===== config.mk =====
export PLATFORM = sky130hd
export DESIGN_NAME = bit_serial_subtractor
export DESIGN_NICKNAME = d
export VERILOG_FILES = /design/src/rtl/bit_serial_subtractor.sv
export SDC_FILE = /design/constraint.sdc
export NUM_CORES = 1
export LEC_CHECK = 0
export CORE_ASPECT_RATIO = 1.75
export CORE_MARGIN = 8
export CORE_UTILIZATION = 46
export DETAILED_ROUTE_END_ITERATION = 6
export PLACE_DENSITY_LB_ADDON = 0.15
export SETUP_SLACK_MARGIN = 0.3
export SLEW_MARGIN = 20
export SYNTH_ARGS = -nofsm -noshare
export SYNTH_HDL_FRONTEND = slang
export SYNTH_SLANG_ARGS = --single-unit

===== constraint.sdc =====
create_clock -name clock -period 1.4 [get_ports clock]
set_input_delay 0.21 -clock clock [delete_from_list [all_inputs] [get_ports clock]]
set_output_delay 0.21 -clock clock [all_outputs]
set_load 0.005 [all_outputs]

===== src/rtl/bit_serial_subtractor.sv =====
// Bit-serial A-B subtractor, one bit per cycle, LSB first.
// Registered difference, unsigned borrow and signed overflow.
module bit_serial_subtractor #(
    parameter int WIDTH = 7
) (
    input  logic               clock,
    input  logic               resetn,
    input  logic               start,
    input  logic [2*WIDTH-1:0] in,
    output logic               ready,
    output logic               done,
    output logic [WIDTH-1:0]   out,
    output logic               borrow,
    output logic               ovf
);

    localparam int CW = (WIDTH > 1) ? $clog2(WIDTH) : 1;

    typedef enum logic [1:0] {
        IDLE,
        RUN,
        DONE
    } state_t;

    state_t           state_q, state_d;
    logic [WIDTH-1:0] a_q, a_d;
    logic [WIDTH-1:0] b_q, b_d;
    logic [WIDTH-1:0] res_q, res_d;
    logic [WIDTH-1:0] out_q, out_d;
    logic [CW-1:0]    cnt_q, cnt_d;
    logic             bin_q, bin_d;
    logic             borrow_q, borrow_d;
    logic             ovf_q, ovf_d;
    logic             ready_q, ready_d;
    logic             done_q, done_d;

    logic             a0;
    logic             b0;
    logic             dbit;
    logic             bout;
    logic             last;
    logic [WIDTH-1:0] res_sh;

    // One full-subtractor cell on the current LSBs.
    assign a0     = a_q[0];
    assign b0     = b_q[0];
    assign dbit   = a0 ^ b0 ^ bin_q;
    assign bout   = (~a0 & b0) | (~(a0 ^ b0) & bin_q);
    assign last   = (cnt_q == CW'(WIDTH - 1));
    assign res_sh = (res_q >> 1) | (WIDTH'(dbit) << (WIDTH - 1));

    // Next-state and datapath control.
    always_comb begin
        state_d  = state_q;
        a_d      = a_q;
        b_d      = b_q;
        res_d    = res_q;
        out_d    = out_q;
        cnt_d    = cnt_q;
        bin_d    = bin_q;
        borrow_d = borrow_q;
        ovf_d    = ovf_q;
        unique case (state_q)
            IDLE: begin
                if (start) begin
                    a_d     = in[WIDTH-1:0];
                    b_d     = in[2*WIDTH-1:WIDTH];
                    bin_d   = 1'b0;
                    cnt_d   = '0;
                    state_d = RUN;
                end
            end
            RUN: begin
                res_d = res_sh;
                a_d   = a_q >> 1;
                b_d   = b_q >> 1;
                bin_d = bout;
                cnt_d = cnt_q + CW'(1);
                if (last) begin
                    // a0/b0 now hold the operand sign bits.
                    out_d    = res_sh;
                    borrow_d = bout;
                    ovf_d    = (a0 ^ b0) & (dbit ^ a0);
                    state_d  = DONE;
                end
            end
            DONE: begin
                state_d = IDLE;
            end
            default: begin
                state_d = IDLE;
            end
        endcase
        ready_d = (state_d == IDLE);
        done_d  = (state_d == DONE);
    end

    // State and datapath registers with synchronous reset.
    always_ff @(posedge clock) begin
        if (!resetn) begin
            state_q  <= IDLE;
            a_q      <= '0;
            b_q      <= '0;
            res_q    <= '0;
            out_q    <= '0;
            cnt_q    <= '0;
            bin_q    <= 1'b0;
            borrow_q <= 1'b0;
            ovf_q    <= 1'b0;
            ready_q  <= 1'b1;
            done_q   <= 1'b0;
        end else begin
            state_q  <= state_d;
            a_q      <= a_d;
            b_q      <= b_d;
            res_q    <= res_d;
            out_q    <= out_d;
            cnt_q    <= cnt_d;
            bin_q    <= bin_d;
            borrow_q <= borrow_d;
            ovf_q    <= ovf_d;
            ready_q  <= ready_d;
            done_q   <= done_d;
        end
    end

    assign ready  = ready_q;
    assign done   = done_q;
    assign out    = out_q;
    assign borrow = borrow_q;
    assign ovf    = ovf_q;

endmodule

==> flow_summary.ini, run 1 <==
[cells_and_area]
antenna_cells = 0
syn2layout_area_growth_pct = 44.5
fin_nets = 236
fin_util_pct = 68.3
drive_gt1_share_pct = 32.1
design_area_sq_mm = 0.00227

[critical_path]
arrival_ns = 1.53
crit_fanout = 2
end_kind = flop
cp-startpoint = a_q[0]
worstSetupStartpointType = flop
crit_type = reg -> reg
required_ns = 1.63
r2r-start = a_q[0]

[cts]
numCtsBuffers = 5
clockRootBuffer = clkbuf_8
htree_levels = 2
hold_buffers = 0
insertion_delay_ns = 0.28
clk_path_buf_depth = 2
clkTransAtPathRegs_ns = 0.07
cts_tree = yes
clock-sinks = 37

[logic_synthesis]
synthFlopType = dfxtp_1
synthArstFlopShare_pct = 0
syn_nets = 198
ys_seq_area_share_pct = 47.1
synth.most_common_cell = nand2_1
yosysWarningCount = 0
synth.area.top_cells = dfxtp_1, nand2_1, a31oi_1
synthCells = 177
yosysTopAreaCell = dfxtp_1
synth_edf_count = 0
ys_types = 31
netlist_top_cells_count = nand2_1, dfxtp_1, a31oi_1
ys_ff_latch = 37
netlist.area_leader.share_pct = 47.1
syn_area_per_cell_sq_um = 8.89
syn_area_sq_mm = 0.00157

[power]
p_switching_w = 0.000516
seq_power_share_pct = 52.4
power.density_mw_per_mm2 = 949
ir_drop_uv = 1040
pwr-share-comb_pct = 13.8
p_leak_nw = 0.918
pwr-share-clk_pct = 33.8
switching_share_pct = 23.9
intPower_w = 0.00164

[floorplan]
core_sq_mm = 0.00333
die_h_um = 93.4
rows = 28
dieArea_sq_mm = 0.00562
start_util_pct = 47.3
die_w_um = 60.2
io_pins = 28

[placement]
place_area_sq_mm = 0.00193
port_buffers = 27
dp_hpwl_mm = 2.29
gp_congestion = 0.683

[sta]
fmax_ghz = 0.766
relSlewSlack_pct = 82.0
fin_crit_ns = 1.31
rsz0062_at_grt = true
fin_worst_skew_ns = 0.00208
setup_viol = 0
fin_crit_sh_pct = 93.2
tightest_slew_ns = 0.270
hold_violations = 0
final_max_slew_viol_count = 0

[grt]
antenna_found_initial = 0
grt_first_pass_wirelength_mm = 5.68
grt_remaining_overflow = 0
grt_pass1_vias = 1322
grt_use_total_pct = 13.1
grt_max_degree = 38

[drt]
ant_nets = 0
drc = 0
wl_per_cell_um = 14.9
vias_per_cell = 5.26
drtPass1Iterations = 4
drt_iter0_markers = 17
vias = 1368
wl_mm = 3.88

[status]
status = complete, no violations

[job]
cap_violations = 0

[worst_hold_path]
min-delay-start = out[1]
hold_class = reg -> reg
-- power by group through the flow --
stage / Clock (W) / Combinational, W / Sequential [W]
global route: 0.000799 / 0.000328 / 0.00113
detailed placement: 0 / 0.000236 / 0.00116
floorplan: 0 / 0.000146 / 0.00114
finish: 0.000730 / 0.000299 / 0.00113
CTS: 0.000757 / 0.000250 / 0.00113
global placement: 0 / 0.000227 / 0.00115
-- state kept, by name (all words and copies together), names as in the netlist --
signal   flops
a_q          7
b_q          7
bin_q        1
borrow       1
cnt_q        3
done         1
out          7
ovf          1
ready        1
res_q        6
state_q      2
-- layer usage --
layer	track usage, %	share of wire, %	up-vias
li1	-	-	674
met1	12.5	36	654
met2	23.7	57	31
met3	4.26	4.0	9
met4	6.01	2.3	0
met5	0	0	-
-- path summary, 6_finish.rpt --
| check | slack (ns) | depth (start not counted) | endpoint |
|---|---|---|---|
| worst max-delay path | 0.09 | 4 | ovf |
| worst min-delay path | 0.46 | 2 | out[1] |
| worst max register to register | 0.09 | 4 | ovf |
| worst min register to register | 0.46 | 2 | out[1] |
-- placed cells by master (no fill, tap or decap), types with 2 or more instances in the layout --
master	netlist	final
dfxtp_1	37	28
a21boi_2	5	6
a22oi_1	2	2
dfxtp_2	0	4
clkdlybuf4s15_1	0	2
clkbuf_16	0	2
a31oi_1	13	12
buf_6	2	4
nand2_2	5	14
and2_1	4	4
a21boi_1	1	2
nand2b_4	1	3
buf_12	0	3
o2bb2ai_1	2	2
ha_4	0	2
clkdlybuf4s50_1	0	15
dfxtp_4	0	5
nor2b_1	3	3
clkbuf_8	0	6
o21ai_1	2	3
inv_2	0	3
nand2_1	49	35
nand2_4	0	5
o211a_1	2	2
buf_4	1	6
a21boi_0	8	6
o21ai_0	12	11
nand4b_1	2	2
dlygate4sd2_1	0	9
-- logic make-up after synthesis --
logic type | after synthesis | share of synthesized area, %
and+or+nand+nor | 71 | 21.8
xor gates and xnor gates | 1 | 0.557
AOI/OAI and AO/OA | 48 | 21.5
DFF | 37 | 47.1
buffers and inverters | 16 | 5.40
adders and majority gates | 4 | 3.66
-- through the flow --
step                      total power [W]  hold WS (ns)  TNS, ns  instances  setup slack, ns
after global placement            0.00138         0.449        0        243           0.0245
after floorplan                   0.00129         0.357        0        177            0.129
after global routing              0.00226         0.489        0        260           0.0360
after detailed placement          0.00139         0.455  -0.0148        243         -0.00924
final                             0.00216         0.457        0        260           0.0950
after CTS                         0.00214         0.463        0        253            0.102
-- timing repair --
| action | in CTS | in global routing |
|---|---|---|
| gates resized for setup | 16 | 50 |
| pin swaps | 1 | 24 |
| gates cloned | 1 | 3 |
| endpoints found under the setup margin | 44 | 35 |
| endpoints found under the hold margin | 0 | 0 |
| buffers inserted | 2 | 4 |
-- worst max-delay path, cell delays in order (launching register included) --
cell and delay [ns]:
dfxtp_4 0.35, fa_1 0.58, xor2_1 0.15, nand4b_1 0.11, nand2_1 0.06
-- area by class of cell --
type / count / area (sq um)
well taps: 45 / 56.3
flip-flops and latches: 37 / 764
fillers: 266 / 1050
multi-input cells: 125 / 891
repair buffers: 42 / 462
clock buffers: 7 / 86.3
inverters: 4 / 15.0
Note: power is estimated with default switching activity, not from simulation.
==> inputs of run 2 (changes only) <==
CTS_CLUSTER_SIZE = 14   (was unset)
PLACE_DENSITY = 0.77   (was unset)
PLACE_DENSITY_LB_ADDON = unset   (was 0.15)
==> run 2 against run 1 <==
Net effect:
- sequential share of layout area fell by 0.35 points
- power rose by 1.4%
- routed wire length rose by 5.5%
- critical path type unchanged
- register-to-register slack got worse by 0.06 ns
- cell count rose by 0.38%
- worst hold slack improved by 0.0014 ns
- critical path depth rose by 1
- via count rose by 2.3%
- combinational power rose by 6.7%
- first-iteration DRC count rose by 120%
- count of clock-buffer cells in the layout fell by 1
==> flow_summary.ini, run 2 (synthesized netlist as in run 1, its figures left out) <==
[job]
cap_violations = 0

[floorplan]
dieArea_sq_mm = 0.00562
start_util_pct = 47.3
die_w_um = 60.2
io_pins = 28
core_sq_mm = 0.00333
die_h_um = 93.4
rows = 28

[worst_hold_path]
hold_class = reg -> reg

[critical_path]
crit_fanout = 2
cp_num_buf_inv = 1
slowest_delay_ns = 0.55
crit_type = reg -> reg
worstSetupStartpointType = flop
critical-path-slowest-cell = fa_2
cp_top_family = adder cells
end_kind = flop
required_ns = 1.65
arrival_ns = 1.61
crit_chain = inv_2 -> fa_2 -> xor2_1 -> nand4b_1 -> nand2_1

[grt]
grt_remaining_overflow = 0
grt_max_degree = 38
grt_use_total_pct = 13.2
grt_first_pass_wirelength_mm = 5.71
antenna_found_initial = 0
grt_pass1_vias = 1382

[cells_and_area]
fin_util_pct = 68.4
syn2layout_area_growth_pct = 44.6
fin_nets = 236
antenna_cells = 0
drive_gt1_share_pct = 32.4
final_cell_mix = nand2_1, dfxtp_1, clkdlybuf4s50_1
seqCellArea_sq_um = 757
fill_cells = 262
multi_input_area_sq_um = 938
final_common_cell = nand2_1

[power]
power.density_mw_per_mm2 = 962
fin_total_pwr_w = 0.00219
ir_drop_uv = 678
p_leak_nw = 0.891

[sta]
fin_crit_sh_pct = 97.4
finalSetupTns_ns = 0
fin_worst_skew_ns = 0.0115
fin_crit_ns = 1.36
tightest_slew_ns = 0.338
relSlewSlack_pct = 77.2
final_max_slew_viol_count = 0
rsz0062_at_grt = true
setup_viol = 0
fmax_ghz = 0.734
hold_violations = 0

[cts]
clk_path_buf_depth = 2
cts_tree = yes
clkTransAtPathRegs_ns = 0.08
hold_buffers = 0
numCtsBuffers = 5
clockRootBuffer = clkbuf_8
clock-sinks = 37
insertion_delay_ns = 0.30
htree_levels = 2

[placement]
port_buffers = 27
gp_congestion = 0.709
dp_hpwl_mm = 2.31

[status]
status = complete, no violations

[drt]
wl_mm = 4.10
wl_per_cell_um = 15.7
drc = 0
drt_iter0_markers = 37
vias_per_cell = 5.36
drtPass1Iterations = 4
vias = 1400
ant_nets = 0
run 2: tightest hold or removal path: stages, from the launching register on:
cell and delay (ns):
dfxtp_1 0.31, nand2_1 0.05, a21boi_1 0.05
run 2: final cells by class:
type / instances / area share [%]
timing repair buffer: 40 / 18.7
clock inverter: 2 / 0.440
clock buffer: 6 / 3.19
inverter: 4 / 0.660
tap: 45 / 2.47
multi-input combinational: 127 / 41.2
sequential: 37 / 33.3
run 2: final timing paths:
| check | start | to | slack (ns) | depth (start not counted) |
|---|---|---|---|---|
| max reg2reg | bin_q | ovf | 0.04 | 5 |
| min reg2reg | res_q[1] | res_q[1] | 0.46 | 2 |
| min | res_q[1] | res_q[1] | 0.46 | 2 |
| max | bin_q | ovf | 0.04 | 5 |
run 2: metal layers:
metal | up-vias | GRT usage, % | part of all wire (%)
li1 | 682 | - | -
met1 | 671 | 12.0 | 39
met2 | 42 | 24.6 | 56
met3 | 5 | 2.61 | 3.3
met4 | 0 | 8.42 | 1.8
met5 | - | 0 | 0
run 2: timing repair:
item	in CTS	in global routing
gates resized for setup	20	45
endpoints found under the setup margin	44	37
setup buffers	3	5
pin swaps	0	29
cloned	1	3
run 2: stage by stage:
step | worst slack, ns | std cells | hold slack, ns | instance area [sq um]
after floorplan | 0.129 | 177 | 0.357 | 1590
after global placement | 0.0289 | 241 | 0.448 | 1920
after detailed placement | -0.0228 | 241 | 0.459 | 1920
after CTS | 0.0878 | 253 | 0.466 | 2040
after global routing | -0.00367 | 261 | 0.471 | 2280
final | 0.0367 | 261 | 0.459 | 2280
run 2: where the power goes:
group	leakage, nW	total (W)	switching [W]	internal, W
clock network	0.0450	0.000735	0.000390	0.000345
registers	0.306	0.00113	0.0000384	0.00110
logic	0.540	0.000319	0.000156	0.000163
==> inputs of run 3 (changes only) <==
CAP_MARGIN = 20   (was unset)
CTS_CLUSTER_DIAMETER = 100   (was unset)
==> results of run 3 <==
Final layout, timing and power as in run 2 (identical DEF).
